[config.mk]
export PLATFORM = sky130hd
export DESIGN_NAME = uart_rx_cfg
export DESIGN_NICKNAME = d
export VERILOG_FILES = /design/src/rtl/uart_rx_cfg_pkg.sv /design/src/rtl/uart_rx_sampler.sv /design/src/rtl/uart_rx_cfg.sv
export SDC_FILE = /design/constraint.sdc
export NUM_CORES = 1
export LEC_CHECK = 0
export CORE_MARGIN = 5
export CORE_UTILIZATION = 45
export CTS_CLUSTER_DIAMETER = 100
export CTS_CLUSTER_SIZE = 28
export DETAILED_ROUTE_END_ITERATION = 10
export MAX_ROUTING_LAYER = met4
export PLACE_DENSITY = 0.64
export SLEW_MARGIN = 10
export SYNTH_ARGS = -nofsm -noshare
export SYNTH_HDL_FRONTEND = slang
export SYNTH_SLANG_ARGS = --single-unit
export TNS_END_PERCENT = 5
[constraint.sdc]
create_clock -name Clk -period 1.7 [get_ports Clk]
set_input_delay 0.34 -clock Clk [delete_from_list [all_inputs] [get_ports Clk]]
set_output_delay 0.34 -clock Clk [all_outputs]
set_load 0.1 [all_outputs]
[src/rtl/uart_rx_cfg_pkg.sv]
// Shared definitions for the configurable UART receiver: parity modes,
// receive FSM states and the oversampling tick divider computation.
package uart_rx_cfg_pkg;

   localparam int PARITY_NONE = 0;
   localparam int PARITY_EVEN = 1;
   localparam int PARITY_ODD  = 2;

   typedef enum logic [2:0] {
      ST_IDLE   = 3'd0,
      ST_START  = 3'd1,
      ST_DATA   = 3'd2,
      ST_PARITY = 3'd3,
      ST_STOP   = 3'd4
   } rxState_t;

   // Rounded clocks-per-tick, never below one so the divider always advances.
   function automatic int calcDiv(input longint clockHz, input longint baud,
                                  input longint oversample);
      longint ticksPerSec;
      longint d;
      ticksPerSec = baud * oversample;
      d = (clockHz + ticksPerSec / 2) / ticksPerSec;
      return (d < 1) ? 1 : int'(d);
   endfunction

endpackage

[src/rtl/uart_rx_sampler.sv]
// Line synchroniser, oversampling tick divider, per-bit sample counter and
// 3-sample mid-bit majority vote for the UART receiver.
module uart_rx_sampler #(
   parameter int DIV        = 10,
   parameter int OVERSAMPLE = 16
) (
   input  logic Clk,
   input  logic Reset,
   input  logic i_rxWire,
   input  logic i_run,
   output logic o_rxSync,
   output logic o_bitStrobe,
   output logic o_bitValue,
   output logic o_bitEnd
);

   localparam int CW = $clog2(OVERSAMPLE);
   localparam int DW = (DIV > 1) ? $clog2(DIV) : 1;
   localparam int M  = OVERSAMPLE / 2;

   logic [1:0]    r_sync;
   logic [DW-1:0] r_divCount;
   logic [CW-1:0] r_sampleCount;
   logic [1:0]    r_samples;
   logic          w_tick;
   logic          w_lastCount;

   always_ff @(posedge Clk or negedge Reset) begin
      if (!Reset) begin
         r_sync <= 2'b11;
      end else begin
         r_sync <= {r_sync[0], i_rxWire};
      end
   end

   assign o_rxSync    = r_sync[1];
   assign w_tick      = i_run && (r_divCount == DW'(DIV - 1));
   assign w_lastCount = (r_sampleCount == CW'(OVERSAMPLE - 1));

   // Counters sit at zero while idle so the bit phase starts at the start edge.
   always_ff @(posedge Clk or negedge Reset) begin
      if (!Reset) begin
         r_divCount    <= '0;
         r_sampleCount <= '0;
      end else if (!i_run) begin
         r_divCount    <= '0;
         r_sampleCount <= '0;
      end else begin
         r_divCount <= w_tick ? '0 : r_divCount + 1'b1;
         if (w_tick) begin
            r_sampleCount <= w_lastCount ? '0 : r_sampleCount + 1'b1;
         end
      end
   end

   always_ff @(posedge Clk or negedge Reset) begin
      if (!Reset) begin
         r_samples <= 2'b11;
      end else if (w_tick && ((r_sampleCount == CW'(M - 1)) ||
                              (r_sampleCount == CW'(M)))) begin
         r_samples <= {r_samples[0], o_rxSync};
      end
   end

   assign o_bitStrobe = w_tick && (r_sampleCount == CW'(M + 1));
   assign o_bitValue  = (r_samples[1] & r_samples[0]) |
                        (r_samples[1] & o_rxSync)     |
                        (r_samples[0] & o_rxSync);
   assign o_bitEnd    = w_tick && w_lastCount;

endmodule

[src/rtl/uart_rx_cfg.sv]
// Configurable UART receiver: frame FSM, data shift register, parity and
// framing checks, valid/ready holding register and sticky overrun flag.
module uart_rx_cfg
   import uart_rx_cfg_pkg::*;
#(
   parameter int CLOCK_FREQUENCY = 1_000_000,
   parameter int BAUD_RATE       = 9600,
   parameter int OVERSAMPLE      = 16,
   parameter int DATA_BITS       = 8,
   parameter int PARITY_MODE     = 0,
   parameter int STOP_BITS       = 1
) (
   input  logic                 Clk,
   input  logic                 Reset,
   input  logic                 RxWire,
   input  logic                 RxEnable,
   output logic [DATA_BITS-1:0] RxData,
   output logic                 RxValid,
   input  logic                 RxReady,
   output logic                 RxParityError,
   output logic                 RxFrameError,
   output logic                 RxBreak,
   output logic                 RxOverrun,
   input  logic                 RxErrorClear
);

   localparam int DIV = calcDiv(CLOCK_FREQUENCY, BAUD_RATE, OVERSAMPLE);

   rxState_t             r_state;
   rxState_t             w_nextState;
   logic                 w_rxSync;
   logic                 w_bitStrobe;
   logic                 w_bitValue;
   logic                 w_bitEnd;
   logic [3:0]           r_bitCount;
   logic                 r_stopCount;
   logic [DATA_BITS-1:0] r_shift;
   logic                 r_parBit;
   logic                 r_parErr;
   logic                 r_frameErr;
   logic                 r_needHigh;
   logic                 w_lastData;
   logic                 w_lastStop;
   logic                 w_expParity;
   logic                 w_complete;
   logic                 w_frameErrNow;
   logic                 w_breakNow;
   logic                 w_load;
   logic [DATA_BITS-1:0] r_rxData;
   logic                 r_rxValid;
   logic                 r_rxParityError;
   logic                 r_rxFrameError;
   logic                 r_rxBreak;
   logic                 r_rxOverrun;

   uart_rx_sampler #(
      .DIV        (DIV),
      .OVERSAMPLE (OVERSAMPLE)
   ) u_sampler (
      .Clk         (Clk),
      .Reset       (Reset),
      .i_rxWire    (RxWire),
      .i_run       (r_state != ST_IDLE),
      .o_rxSync    (w_rxSync),
      .o_bitStrobe (w_bitStrobe),
      .o_bitValue  (w_bitValue),
      .o_bitEnd    (w_bitEnd)
   );

   assign w_lastData    = (r_bitCount == 4'(DATA_BITS - 1));
   assign w_lastStop    = (r_stopCount == 1'(STOP_BITS - 1));
   assign w_expParity   = (PARITY_MODE == PARITY_ODD) ? ~(^r_shift) : ^r_shift;
   assign w_frameErrNow = r_frameErr | ~w_bitValue;
   assign w_breakNow    = (r_shift == '0) &&
                          ((PARITY_MODE == PARITY_NONE) || !r_parBit) &&
                          w_frameErrNow;
   assign w_load        = w_complete && (!r_rxValid || RxReady);

   always_ff @(posedge Clk or negedge Reset) begin
      if (!Reset) begin
         r_state <= ST_IDLE;
      end else begin
         r_state <= w_nextState;
      end
   end

   // The frame completes at the mid-bit vote of the last stop bit so a
   // back-to-back start edge is never missed.
   always_comb begin
      w_nextState = r_state;
      w_complete  = 1'b0;
      if (!RxEnable) begin
         w_nextState = ST_IDLE;
      end else begin
         case (r_state)
            ST_IDLE: begin
               if (!w_rxSync && !r_needHigh) w_nextState = ST_START;
            end
            ST_START: begin
               if (w_bitStrobe && w_bitValue) w_nextState = ST_IDLE;
               else if (w_bitEnd)             w_nextState = ST_DATA;
            end
            ST_DATA: begin
               if (w_bitEnd && w_lastData) begin
                  if (PARITY_MODE != PARITY_NONE) w_nextState = ST_PARITY;
                  else                            w_nextState = ST_STOP;
               end
            end
            ST_PARITY: begin
               if (w_bitEnd) w_nextState = ST_STOP;
            end
            ST_STOP: begin
               if (w_bitStrobe && w_lastStop) begin
                  w_nextState = ST_IDLE;
                  w_complete  = 1'b1;
               end
            end
            default: w_nextState = ST_IDLE;
         endcase
      end
   end

   always_ff @(posedge Clk or negedge Reset) begin
      if (!Reset) begin
         r_bitCount  <= '0;
         r_stopCount <= 1'b0;
         r_shift     <= '0;
         r_parBit    <= 1'b0;
         r_parErr    <= 1'b0;
         r_frameErr  <= 1'b0;
      end else if (r_state == ST_IDLE) begin
         r_bitCount  <= '0;
         r_stopCount <= 1'b0;
         r_parErr    <= 1'b0;
         r_frameErr  <= 1'b0;
      end else begin
         if (r_state == ST_DATA) begin
            if (w_bitStrobe) r_shift <= {w_bitValue, r_shift[DATA_BITS-1:1]};
            if (w_bitEnd)    r_bitCount <= r_bitCount + 1'b1;
         end
         if ((r_state == ST_PARITY) && w_bitStrobe) begin
            r_parBit <= w_bitValue;
            r_parErr <= (w_bitValue != w_expParity);
         end
         if (r_state == ST_STOP) begin
            if (w_bitStrobe && !w_bitValue) r_frameErr <= 1'b1;
            if (w_bitEnd)                   r_stopCount <= r_stopCount + 1'b1;
         end
      end
   end

   // A line stuck low after a framing error must go high before the next start.
   always_ff @(posedge Clk or negedge Reset) begin
      if (!Reset) begin
         r_needHigh <= 1'b0;
      end else if (w_complete && w_frameErrNow) begin
         r_needHigh <= 1'b1;
      end else if (w_rxSync) begin
         r_needHigh <= 1'b0;
      end
   end

   always_ff @(posedge Clk or negedge Reset) begin
      if (!Reset) begin
         r_rxData        <= '0;
         r_rxValid       <= 1'b0;
         r_rxParityError <= 1'b0;
         r_rxFrameError  <= 1'b0;
         r_rxBreak       <= 1'b0;
         r_rxOverrun     <= 1'b0;
      end else begin
         if (w_load) begin
            r_rxData        <= r_shift;
            r_rxValid       <= 1'b1;
            r_rxParityError <= r_parErr;
            r_rxFrameError  <= w_frameErrNow;
            r_rxBreak       <= w_breakNow;
         end else if (r_rxValid && RxReady) begin
            r_rxValid <= 1'b0;
         end
         if (w_complete && !w_load) begin
            r_rxOverrun <= 1'b1;
         end else if (RxErrorClear) begin
            r_rxOverrun <= 1'b0;
         end
      end
   end

   assign RxData        = r_rxData;
   assign RxValid       = r_rxValid;
   assign RxParityError = r_rxParityError;
   assign RxFrameError  = r_rxFrameError;
   assign RxBreak       = r_rxBreak;
   assign RxOverrun     = r_rxOverrun;

endmodule

==> flow_summary_export.csv <==
group,metric,value,unit
grt,grt_pass1_wl,7.09,mm
critical_path,critPathLaunchType,"flip-flop",
logic_synthesis,synth-edff-count,0,
power,p_per_area,738,nW/µm²
sta,fin_ws,0.0137,ns
floorplan,core,4720,µm²
route,drc,0,
floorplan,row_count,25,
logic_synthesis,synth_nets,208,
logic_synthesis,ys_types,47,
sta,setup_viol,0,
placement,pre_cts_ws,-0.295,ns
clocking,clock-sinks,43,
final_layout,final_area,2850,µm²
route,vias,1513,
logic_synthesis,synth.avg_cell_area,11.4,µm²
critical_path,setup.worst_path.start,"u_sampler.r_divCount[0]$_DFF_PN0_",
clocking,cts_tree,"yes",
grt,antenna_found_initial,0,
route,drt_iter0_markers,92,
placement,dp_hpwl,3.10,mm
power,power_leakage,1.40,nW
logic_synthesis,async_flop_share,100,%
logic_synthesis,syn_area,2200,µm²
sta,timing.clock.skew,0.00927,ns
final_layout,nets,243,
logic_synthesis,ys_seq_elements,43,
route,ant_nets,0,
clocking,cts_buffer_depth,2,
logic_synthesis,synth_seq_area_share,49.2,%
floorplan,floorplan.initialDensity,46.5,%
critical_path,critPathBufInv,1,
sta,rsz0062_at_grt,"yes",
clocking,cts_root_buf,"clkbuf_8",
final_layout,diodes,0,
critical_path,slowest_stage,"dfrtp_1",
critical_path,critPathMaxFanout,6,
critical_path,critical_path_class,"flip-flop to flip-flop",
floorplan,io_pins,19,
sta,hold_ws,0.0125,ns
critical_path,crit_family,"flip-flops",
placement,gp_congestion,0.852,
sta,fin_crit,1.69,ns
power,p_total,2.11,mW
placement,place_area,2680,µm²
clocking,cts_setup_buffers,0,
route,routed_via_density,5.13,
logic_synthesis,yosysMostFrequentCell,"dfrtp_1",
flow_run,maxCapViolCount,0,
final_layout,syn_to_final_growth,29.9,%
placement,io_buffers,18,
route,wire_per_inst,14.5,µm
clocking,clk_pin_slew,0.09,ns
critical_path,cp.arrival,1.86,ns
floorplan,die_area,6380,µm²
sta,finalHoldViolations,0,
final_layout,regArea,1080,µm²
clocking,cts_made_buffers,5,
final_layout,nFillCells,380,
logic_synthesis,syn_inst,192,
critical_path,critical_path.max_stage_delay,0.41,ns
floorplan,fp.dieH,79.9,µm
logic_synthesis,yosysTopAreaCell,"dfrtp_1",
logic_synthesis,yosys_warnings,0,
floorplan,fp.dieW,79.9,µm
critical_path,cp.required,1.88,ns
power,ir_drop,0.483,mV
clocking,clk_latency,0.29,ns
sta,worst_slew_margin_rel,72.9,%
sta,tightest_slew,0.404,ns
clocking,htree_levels,2,
logic_synthesis,yosys-top-cells-count,"dfrtp_1, inv_1, nand2_1, nor2_1",
sta,fmax,0.593,GHz
route,wl,4.27,mm
final_layout,drive_above_1_share,31.1,%
grt,grt_overflow,0,
sta,final_max_slew_viol_count,0,
grt,grt_max_degree,44,
critical_path,cp_cell_sequence,"inv_1 > ha_2 > o311a_4 > and2_4 > nand3_4 > mux2_4",
final_layout,postLayoutCoreUtil,60.4,%
logic_synthesis,synth_top_cells_by_area,"dfrtp_1, mux2_4, ha_1",
hold_path,hp-class,"input port to asynchronous set/reset pin",
sta,timing.final.crit_share,99.2,%
logic_synthesis,synth_top_area_share,44.4,%
clocking,hold_buffers,0,
grt,grt_pass1_vias,1473,
logic_synthesis,ys.flop_type,"dfrtp_1",
final_layout,multi_input_area,1030,µm²
grt,grtUsageTotal,14.6,%
status,outcome,"finished clean",
critical_path,endpoint_kind,"flip-flop",
route,drt_pass1_iterations,4,
critical_path,reg2reg_from,"u_sampler.r_divCount[0]$_DFF_PN0_",
[metrics by stage]
step | setup TNS (ns) | std cells
2_1_floorplan | 0 | 192
3_3_place_gp | -2.48 | 286
3_5_place_dp | -3.31 | 286
4_1_cts | -0.0209 | 295
5_1_grt | -0.169 | 295
6_report | 0 | 295
[cell usage in the layout, fill, tap and decap left out, types with 5 or more instances in the layout]
| cell | Yosys | final |
|---|---|---|
| dfrtp_1 | 39 | 37 |
| inv_1 | 16 | 16 |
| buf_12 | 1 | 15 |
| buf_4 | 0 | 14 |
| nand2_1 | 12 | 12 |
| nor2_1 | 12 | 11 |
| mux2i_1 | 10 | 10 |
| mux2_4 | 9 | 9 |
| ha_1 | 10 | 9 |
| nand3_1 | 7 | 7 |
| nor3_1 | 5 | 5 |
| a21oi_1 | 5 | 5 |
| mux2_2 | 5 | 5 |
| clkbuf_8 | 0 | 5 |
[logic make-up after synthesis]
logic type               after synthesis  share of synthesized area (%)
AO/OA/AOI/OAI                         21                           6.84
XOR/XNOR                               8                           3.19
adder cells (fa/ha/maj)               11                           6.15
buffers and inverters                 24                           5.30
flip-flops                            43                           49.2
multiplexers                          24                           13.3
AND/OR/NAND/NOR                       61                           16.0
[final timing paths]
path,end,slack (ns),cells after the start
worst min register to register,u_sampler.r_sync[1]$_DFF_PN1_,0.37,0
min in group Clk,u_sampler.r_sync[1]$_DFF_PN1_,0.37,0
worst max register to register,RxData[1]$_DFFE_PN0P_,0.01,6
max in group asynchronous,u_sampler.r_sync[1]$_DFF_PN1_,1.42,2
worst max-delay path,RxData[1]$_DFFE_PN0P_,0.01,6
worst min-delay path,RxParityError$_DFFE_PN0P_,0.01,2
[registers in the layout (all words and copies together) (netlist names), 2 cells and up]
register / cells
RxData: 8
r_bitCount: 4
r_shift: 8
r_state: 3
u_sampler.r_divCount: 3
u_sampler.r_sampleCount: 4
u_sampler.r_samples: 2
u_sampler.r_sync: 2
[area by class of cell]
type                       count  area share (%)
clock buffer                   5            2.41
clock inverter                 3            2.37
inverter                      16            2.11
multi-input combinational    126            36.0
sequential                    43            38.0
tap                           67            2.94
timing repair buffer          35            16.2
[routing by layer]
metal	wire length [µm]	vias to the layer above	global-route usage (%)
met1	1900	751	18.1
met4	30	0	3.55
met5	0	-	-
met2	2200	23	24.4
met3	145	6	3.50
li1	-	733	-
[what timing repair did]
item	in CTS	in global routing
pin swaps	0	2
hold endpoints to repair	0	0
cloned	1	0
setup endpoints to repair	10	22
resized for setup	1	7
[report_power, final]
part	internal, mW	switching (mW)
clock	0.586	0.361
combinational	0.0494	0.0588
sequential	1.04	0.0123
total	1.67	0.432
Note: power is estimated with default switching activity, not from simulation.
